===== config.mk =====
export PLATFORM = sky130hd
export DESIGN_NAME = booth_mul_seq_flat
export DESIGN_NICKNAME = d
export VERILOG_FILES = /design/src/rtl/muldiv_pkg.sv /design/src/rtl/booth_mul_seq_if.sv /design/src/rtl/booth_recoder.sv /design/src/rtl/mux4to1.sv /design/src/rtl/booth_mul_seq.sv /design/src/flat_wrapper.sv
export SDC_FILE = /design/constraint.sdc
export NUM_CORES = 1
export LEC_CHECK = 0
export ABC_AREA = 1
export CORE_ASPECT_RATIO = 0.75
export CORE_UTILIZATION = 35
export CTS_BUF_LIST = sky130_fd_sc_hd__clkbuf_16
export DETAILED_ROUTE_END_ITERATION = 8
export SKIP_CTS_REPAIR_TIMING = 1
export SLEW_MARGIN = 20
export SYNTH_ARGS = -nofsm -noshare
export SYNTH_HDL_FRONTEND = slang
export SYNTH_SLANG_ARGS = --single-unit
export TNS_END_PERCENT = 10

===== constraint.sdc =====
create_clock -name clk -period 4 [get_ports clk]
set_input_delay 0.6 -clock clk [delete_from_list [all_inputs] [get_ports clk]]
set_output_delay 0.6 -clock clk [all_outputs]
set_load 0.02 [all_outputs]

===== src/rtl/muldiv_pkg.sv =====
// Shared types for the ALU multiply/divide unit: FSM states and Booth digit encoding.
package muldiv_pkg;

  typedef enum logic [1:0] {
    IDLE = 2'd0,
    RUN  = 2'd1,
    DONE = 2'd2
  } mul_state_t;

  // Partial-product picker select; encoding matches the mux4to1 input order.
  typedef enum logic [1:0] {
    BOOTH_ZERO = 2'b00,
    BOOTH_A    = 2'b01,
    BOOTH_2A   = 2'b10,
    BOOTH_RSVD = 2'b11
  } booth_sel_t;

endpackage


===== src/rtl/booth_mul_seq_if.sv =====
// Issue/result handshake bundle between operand issue, the Booth multiplier and the result mux.
interface booth_mul_seq_if #(
  parameter int unsigned WIDTH = 32
);

  logic             in_valid;
  logic             in_ready;
  logic [WIDTH-1:0] op_a;
  logic [WIDTH-1:0] op_b;
  logic             a_signed;
  logic             b_signed;
  logic             hi_sel;
  logic             flush;
  logic             out_valid;
  logic             out_ready;
  logic [WIDTH-1:0] result;
  logic             busy;

  modport master (
    output in_valid, op_a, op_b, a_signed, b_signed, hi_sel, flush, out_ready,
    input  in_ready, out_valid, result, busy
  );

  modport slave (
    input  in_valid, op_a, op_b, a_signed, b_signed, hi_sel, flush, out_ready,
    output in_ready, out_valid, result, busy
  );

endinterface


===== src/rtl/booth_recoder.sv =====
// Radix-4 Booth recoder: {b[2i+1], b[2i], b[2i-1]} -> partial-product select and negate.
module booth_recoder
  import muldiv_pkg::*;
(
  input  logic [2:0] i_bits,
  output booth_sel_t o_sel_c,
  output logic       o_neg_c
);

  always_comb begin
    o_sel_c = BOOTH_ZERO;
    o_neg_c = 1'b0;
    case (i_bits)
      3'b001, 3'b010: o_sel_c = BOOTH_A;
      3'b011:         o_sel_c = BOOTH_2A;
      3'b100: begin
        o_sel_c = BOOTH_2A;
        o_neg_c = 1'b1;
      end
      3'b101, 3'b110: begin
        o_sel_c = BOOTH_A;
        o_neg_c = 1'b1;
      end
      default: o_sel_c = BOOTH_ZERO;
    endcase
  end

endmodule


===== src/rtl/mux4to1.sv =====
// Generic 4:1 mux, used as the Booth partial-product picker.
module mux4to1 #(
  parameter int unsigned WIDTH = 8
) (
  input  logic [1:0]       i_sel,
  input  logic [WIDTH-1:0] i_a,
  input  logic [WIDTH-1:0] i_b,
  input  logic [WIDTH-1:0] i_c,
  input  logic [WIDTH-1:0] i_d,
  output logic [WIDTH-1:0] o_y_c
);

  always_comb begin
    o_y_c = i_a;
    case (i_sel)
      2'b00:   o_y_c = i_a;
      2'b01:   o_y_c = i_b;
      2'b10:   o_y_c = i_c;
      default: o_y_c = i_d;
    endcase
  end

endmodule


===== src/rtl/booth_mul_seq.sv =====
// Iterative radix-4 Booth multiplier (RV32M MUL/MULH/MULHSU/MULHU), one digit per cycle.
module booth_mul_seq
  import muldiv_pkg::*;
#(
  parameter int unsigned WIDTH = 32
) (
  input logic              clk,
  input logic              rst_n,
  booth_mul_seq_if.slave   bus
);

  localparam int unsigned EXT_W = WIDTH + 2;
  localparam int unsigned ACC_W = 2 * WIDTH + 4;
  localparam int unsigned ITER  = WIDTH / 2 + 1;
  localparam int unsigned CNT_W = $clog2(ITER) + 1;

  mul_state_t         r_state;
  mul_state_t         w_state_nxt;
  logic [EXT_W-1:0]   r_a;
  logic [EXT_W:0]     r_b;
  logic [ACC_W-1:0]   r_acc;
  logic [CNT_W-1:0]   r_cnt;
  logic               r_hi;
  logic               r_in_ready;
  logic               r_out_valid;
  logic               r_busy;
  logic [WIDTH-1:0]   r_result;

  logic               w_accept;
  logic               w_last;
  booth_sel_t         w_sel;
  logic               w_neg;
  logic [EXT_W-1:0]   w_pp;
  logic [EXT_W-1:0]   w_top_sum;
  logic [ACC_W-1:0]   w_acc_sum;
  logic               w_a_sx;
  logic               w_b_sx;

  // flush takes priority over a simultaneous in_valid
  assign w_accept = bus.in_valid & r_in_ready & ~bus.flush;
  assign w_last   = (r_cnt == CNT_W'(ITER - 1));
  assign w_a_sx   = bus.a_signed & bus.op_a[WIDTH-1];
  assign w_b_sx   = bus.b_signed & bus.op_b[WIDTH-1];

  booth_recoder u_recoder (
    .i_bits  (r_b[2:0]),
    .o_sel_c (w_sel),
    .o_neg_c (w_neg)
  );

  mux4to1 #(
    .WIDTH (EXT_W)
  ) u_pp_mux (
    .i_sel (w_sel),
    .i_a   ('0),
    .i_b   (r_a),
    .i_c   ({r_a[EXT_W-2:0], 1'b0}),
    .i_d   ('0),
    .o_y_c (w_pp)
  );

  // Partial product lands on the top EXT_W bits; the running sum never exceeds 2|A| so no overflow.
  assign w_top_sum = r_acc[ACC_W-1 -: EXT_W] + (w_neg ? ~w_pp : w_pp) + EXT_W'(w_neg);
  assign w_acc_sum = {w_top_sum, r_acc[EXT_W-1:0]};

  always_comb begin
    w_state_nxt = r_state;
    if (bus.flush) begin
      w_state_nxt = IDLE;
    end else begin
      case (r_state)
        IDLE:    if (w_accept) w_state_nxt = RUN;
        RUN:     if (w_last) w_state_nxt = DONE;
        DONE:    if (r_out_valid && bus.out_ready) w_state_nxt = IDLE;
        default: w_state_nxt = IDLE;
      endcase
    end
  end

  always_ff @(posedge clk or negedge rst_n) begin
    if (!rst_n) begin
      r_state     <= IDLE;
      r_in_ready  <= 1'b1;
      r_out_valid <= 1'b0;
      r_busy      <= 1'b0;
      r_result    <= '0;
    end else begin
      r_state     <= w_state_nxt;
      r_in_ready  <= (w_state_nxt == IDLE);
      r_busy      <= (w_state_nxt != IDLE);
      // first DONE cycle captures the product; valid rises one edge later
      r_out_valid <= (r_state == DONE) && (w_state_nxt == DONE);
      if ((r_state == DONE) && !r_out_valid && !bus.flush) begin
        r_result <= r_hi ? r_acc[2*WIDTH-1 -: WIDTH] : r_acc[WIDTH-1:0];
      end
    end
  end

  always_ff @(posedge clk or negedge rst_n) begin
    if (!rst_n) begin
      r_a   <= '0;
      r_b   <= '0;
      r_acc <= '0;
      r_cnt <= '0;
      r_hi  <= 1'b0;
    end else if (w_accept) begin
      r_a   <= {w_a_sx, w_a_sx, bus.op_a};
      r_b   <= {w_b_sx, w_b_sx, bus.op_b, 1'b0};
      r_acc <= '0;
      r_cnt <= '0;
      r_hi  <= bus.hi_sel;
    end else if (r_state == RUN) begin
      r_acc <= ACC_W'($signed(w_acc_sum) >>> 2);
      r_b   <= {r_b[EXT_W], r_b[EXT_W], r_b[EXT_W:2]};
      r_cnt <= r_cnt + CNT_W'(1);
    end
  end

  assign bus.in_ready  = r_in_ready;
  assign bus.out_valid = r_out_valid;
  assign bus.busy      = r_busy;
  assign bus.result    = r_result;

endmodule

===== src/flat_wrapper.sv =====
// flat-port wrapper written by rule: the top's interface ports become plain ports
module booth_mul_seq_flat import muldiv_pkg::*;
#(
  parameter int unsigned WIDTH = 32
)
  (clk, rst_n, bus_in_valid, bus_op_a, bus_op_b, bus_a_signed, bus_b_signed, bus_hi_sel, bus_flush, bus_out_ready, bus_in_ready, bus_out_valid, bus_result, bus_busy);
  booth_mul_seq_if #(.WIDTH(WIDTH)) bus_i ();
  input logic clk;
  input logic rst_n;
  input wire logic [$bits(bus_i.in_valid)-1:0] bus_in_valid;
  input wire logic [$bits(bus_i.op_a)-1:0] bus_op_a;
  input wire logic [$bits(bus_i.op_b)-1:0] bus_op_b;
  input wire logic [$bits(bus_i.a_signed)-1:0] bus_a_signed;
  input wire logic [$bits(bus_i.b_signed)-1:0] bus_b_signed;
  input wire logic [$bits(bus_i.hi_sel)-1:0] bus_hi_sel;
  input wire logic [$bits(bus_i.flush)-1:0] bus_flush;
  input wire logic [$bits(bus_i.out_ready)-1:0] bus_out_ready;
  output wire logic [$bits(bus_i.in_ready)-1:0] bus_in_ready;
  output wire logic [$bits(bus_i.out_valid)-1:0] bus_out_valid;
  output wire logic [$bits(bus_i.result)-1:0] bus_result;
  output wire logic [$bits(bus_i.busy)-1:0] bus_busy;
  assign bus_i.in_valid = bus_in_valid;
  assign bus_i.op_a = bus_op_a;
  assign bus_i.op_b = bus_op_b;
  assign bus_i.a_signed = bus_a_signed;
  assign bus_i.b_signed = bus_b_signed;
  assign bus_i.hi_sel = bus_hi_sel;
  assign bus_i.flush = bus_flush;
  assign bus_i.out_ready = bus_out_ready;
  assign bus_in_ready = bus_i.in_ready;
  assign bus_out_valid = bus_i.out_valid;
  assign bus_result = bus_i.result;
  assign bus_busy = bus_i.busy;
  booth_mul_seq #(.WIDTH(WIDTH)) u_core (.clk(clk), .rst_n(rst_n), .bus(bus_i));
endmodule

==> impl_metrics.prom <==
# TYPE chip_impl_metric gauge
chip_impl_info{name="hold_wc_path_type",value="in -> async"} 1
chip_impl_metric{name="syn_avg_cell_area",unit="um2"} 7.99
chip_impl_metric{name="yosys-mux-area-fraction",unit="%"} 0
chip_impl_metric{name="placement_rows",unit=""} 52
chip_impl_metric{name="grt_antenna_before_repair",unit=""} 0
chip_impl_metric{name="timing_worst_slew_pin_value",unit="ns"} 1.01
chip_impl_metric{name="drt_first_pass_iters",unit=""} 4
chip_impl_metric{name="initial_utilization",unit="%"} 36.1
chip_impl_info{name="post_synth_most_frequent_cells",value="nand2_1 (250), dfrtp_1 (177), inv_1 (155)"} 1
chip_impl_info{name="result_of_the_run",value="finished, final reports clean"} 1
chip_impl_metric{name="clockBufferDepth",unit=""} 2
chip_impl_metric{name="maxSlewHeadroom",unit="%"} 32.8
chip_impl_metric{name="vias_per_cell",unit=""} 5.03
chip_impl_info{name="crit_path_cell_trace",value="inv_1 -> ha_1 -> nand2_1 -> o21ai_1 -> ha_1 -> inv_2 -> nand2_1 -> buf_6 -> buf_4 -> o22ai_1 -> xnor2_1 -> ha_1 -> a21oi_1 -> o21ai_4 -> a21boi_2 -> inv_1 -> nand2_1 -> nand2_1 -> nand2_1 -> nand3_1 -> nand2_1 -> nand2_1 -> o21ai_1"} 1
chip_impl_metric{name="power.ir.vdd_worst",unit="mV"} 0.301
chip_impl_metric{name="timing.max_cap.violations",unit=""} 0
chip_impl_metric{name="numClockSinks",unit=""} 178
chip_impl_metric{name="clk_latency",unit="ns"} 0.44
chip_impl_metric{name="grtUsageTotal",unit="%"} 19.1
chip_impl_metric{name="ant_nets",unit=""} 0
chip_impl_metric{name="timing.final.crit_share",unit="%"} 92.9
chip_impl_metric{name="grt_pass1_wl",unit="um"} 43200
chip_impl_info{name="critical-path-top-delay-family",value="compound AO/OA/AOI/OAI gates"} 1
chip_impl_metric{name="synth_xor_xnor_area_share",unit="%"} 3.20
chip_impl_metric{name="hold_slack",unit="ns"} 0.111
chip_impl_metric{name="critPathMaxStageDelay",unit="ns"} 0.38
chip_impl_metric{name="synth_adder_area_share",unit="%"} 5.28
chip_impl_metric{name="timing.setup.tns",unit="ns"} 0
chip_impl_info{name="rr_endpoint",value="u_core.r_acc[50]"} 1
chip_impl_metric{name="dr_total_vias",unit=""} 8475
chip_impl_metric{name="cts-buffers-inserted",unit=""} 17
chip_impl_metric{name="yosys.area.top_type_share",unit="%"} 44.9
chip_impl_metric{name="maxClockFrequency",unit="MHz"} 269
chip_impl_metric{name="layout_min_cycle_time",unit="ns"} 3.71
chip_impl_info{name="netlist_top_cells_area",value="dfrtp_1 (45%), nand2_1 (9.5%), a21oi_1 (6.1%), inv_1 (5.9%), ha_1 (5.1%)"} 1
chip_impl_metric{name="synth_simple_gate_area_share",unit="%"} 18.3
chip_impl_metric{name="die_height",unit="um"} 147
chip_impl_metric{name="diodes",unit=""} 0
chip_impl_info{name="clock-root-buffer",value="clkbuf_16"} 1
chip_impl_metric{name="post_detail_place_hpwl",unit="um"} 19700
chip_impl_metric{name="number_of_nets_in_the_finished_design",unit=""} 1433
chip_impl_metric{name="postSynthCellCount",unit=""} 1234
chip_impl_metric{name="synth.net_count",unit=""} 1347
chip_impl_metric{name="worst_r2r_path_depth",unit=""} 23
chip_impl_info{name="start_kind",value="register"} 1
chip_impl_metric{name="synth_edf_count",unit=""} 0
chip_impl_metric{name="core-area",unit="um2"} 27300
chip_impl_metric{name="setup_viol",unit=""} 0
chip_impl_metric{name="yosys_register_bits",unit=""} 178
chip_impl_metric{name="dieArea",unit="um2"} 28900
chip_impl_metric{name="fin_worst_skew",unit="ns"} 0.0190
chip_impl_info{name="unrepaired_setup_endpoints_after_global_routing",value="false"} 1
chip_impl_metric{name="critical_path_peak_fanout",unit=""} 25
chip_impl_info{name="cpMostUsedCell",value="nand2_1"} 1
chip_impl_metric{name="drtIter0Drc",unit=""} 615
chip_impl_info{name="worst_setup_path_end_kind",value="register"} 1
chip_impl_info{name="synth_flop_cell",value="dfrtp_1"} 1
chip_impl_metric{name="critical_path_buf_inv_count",unit=""} 5
chip_impl_metric{name="final-hold-violation-count",unit=""} 0
chip_impl_metric{name="ys_seq_area_share",unit="%"} 45.2
chip_impl_metric{name="placement.setup.worst_slack",unit="ns"} 0.297
chip_impl_metric{name="layout_setup_ws",unit="ns"} 0.286
chip_impl_metric{name="grt_overflow_total",unit=""} 0
chip_impl_metric{name="power.static_leakage",unit="nW"} 5.31
chip_impl_metric{name="compound_gate_fraction_of_synth_area",unit="%"} 19.2
chip_impl_metric{name="yosysWarnings",unit=""} 0
chip_impl_metric{name="pin_count_of_the_biggest_net_entering_global_routing",unit=""} 87
chip_impl_metric{name="synth.lib_cells_used.distinct",unit=""} 43
chip_impl_metric{name="power_per_cell_area",unit="nW/um2"} 622
chip_impl_metric{name="cp_data_arrival_time",unit="ns"} 4.06
chip_impl_info{name="cp_slowest_cell",value="dfrtp_1"} 1
chip_impl_info{name="setup.worst_path.class",value="reg -> reg"} 1
chip_impl_metric{name="final_layout_size_suffix_gt1_share",unit="%"} 5.40
chip_impl_info{name="largest_family_of_logic_cells_by_synthesized_area",value="compound AO/OA/AOI/OAI gates"} 1
chip_impl_metric{name="place_congestion",unit=""} 0.899
chip_impl_metric{name="timing.final.max_slew_violations",unit=""} 0
chip_impl_metric{name="post-layout-total-power",unit="mW"} 7.35
chip_impl_metric{name="post_drt_wl_per_cell",unit="um"} 15.7
chip_impl_metric{name="drcViolationCount",unit=""} 0
chip_impl_metric{name="ff2ff_setup_slack",unit="ns"} 0.29
chip_impl_info{name="synthDominantAreaCellType",value="dfrtp_1"} 1
chip_impl_info{name="beginning_of_the_worst_register_to_register_path",value="u_core.r_b[0]"} 1
chip_impl_metric{name="first_global_vias",unit=""} 8101
chip_impl_metric{name="area_growth",unit="%"} 19.8
chip_impl_metric{name="synthesis.area",unit="um2"} 9860
chip_impl_metric{name="ctsHtreeMaxLevel",unit=""} 4
chip_impl_metric{name="chipWidth",unit="um"} 196
chip_impl_info{name="cts_tree",value="built"} 1
chip_impl_metric{name="asyncSetResetFlopFracSynth",unit="%"} 100
chip_impl_metric{name="wl",unit="um"} 26500
chip_impl_metric{name="worstPathRequired",unit="ns"} 4.34
chip_impl_metric{name="n_fill_cell",unit=""} 2751
chip_impl_info{name="synth_most_common_cell",value="nand2_1"} 1
chip_impl_metric{name="floorplan.io_pins",unit=""} 107
chip_impl_metric{name="numPortBuffers",unit=""} 106
chip_impl_metric{name="cts.reportedPaths.clkPinSlew",unit="ns"} 0.06
[stage by stage]
stage               utilization, %  std cells  cell area [um2]
floorplan                        -       1234             9860
global route                  43.2       1684            11800
CTS                           43.2       1684            11800
global placement              41.2       1652            11200
detailed placement            41.2       1652            11200
finish                        43.2       1684            11800
[cell type report]
type	instances	area [um2]	share of cell area, %
multi-input combinational	841	4550	38.5
sequential	178	4460	37.7
timing repair buffer	121	1220	10.3
clock inverter	15	120	1.02
tap	351	439	3.72
clock buffer	17	425	3.60
inverter	161	604	5.12
[how the worst max path moves through the flow]
stage | startpoint | endpoint | slack [ns] | cells after the start
finish | u_core.r_b[0] | u_core.r_acc[50] | 0.29 | 23
global route | u_core.r_b[0] | u_core.r_acc[61] | 0.02 | 24
CTS | u_core.r_b[0] | u_core.r_acc[63] | 0.27 | 14
detailed placement | u_core.r_b[0] | u_core.r_acc[63] | 0.30 | 14
global placement | u_core.r_b[0] | u_core.r_acc[63] | 0.35 | 18
floorplan | u_core.r_b[0] | u_core.r_acc[63] | 0.87 | 18
[kinds of logic (layout without fill, tap and decap cells)]
| logic type | after synthesis | count (layout) |
|---|---|---|
| buf+inv | 215 | 314 |
| compound gates | 327 | 327 |
| flops | 178 | 178 |
| xor+xnor | 36 | 36 |
| fa+ha+maj | 41 | 41 |
| simple gates | 437 | 437 |
[metal layers]
| metal | GRT usage (%) | part of all wire, % |
|---|---|---|
| met5 | 0 | 0 |
| met1 | 31.8 | 56 |
| met3 | 3.67 | 5.8 |
| met4 | 3.75 | 0.69 |
| met2 | 24.9 | 37 |
[cell usage in the layout (no fill, tap or decap), types with 3 or more instances in the layout]
master	synthesis	routed
nand2_2	4	6
clkinvlp_4	0	4
nand4_1	5	5
a21oi_1	120	120
o21ai_0	81	80
dfrtp_1	177	176
ha_1	40	40
nand3_1	36	36
o221ai_1	30	30
nand3b_1	4	4
buf_4	10	11
a21o_1	3	3
buf_12	0	3
nor3_1	11	11
clkdlybuf4s50_1	0	105
nor2_1	115	114
o22ai_1	68	68
clkinv_1	0	3
inv_2	6	6
nand2_1	250	248
xor2_1	3	3
inv_1	155	156
nor4_1	3	3
o21ai_1	7	8
a31oi_1	3	3
clkbuf_16	0	17
xnor2_1	33	33
o21a_1	4	4
[state kept, by name (all words and copies together), names as in the netlist]
| signal | cells |
|---|---|
| u_core.bus.in_ready | 1 |
| u_core.bus.busy | 1 |
| u_core.r_state | 2 |
| u_core.r_a | 33 |
| u_core.r_hi | 1 |
| u_core.r_b | 35 |
| u_core.bus.out_valid | 1 |
| u_core.bus.result | 32 |
| u_core.r_acc | 66 |
| u_core.r_cnt | 6 |
[power by group]
part           total [mW]  switching (mW)  internal, mW
registers            2.43           0.313          2.12
clock network        1.59           0.734         0.851
logic                3.33            2.15          1.18
total                7.35            3.19          4.16
(Power assumes the default switching activity.)
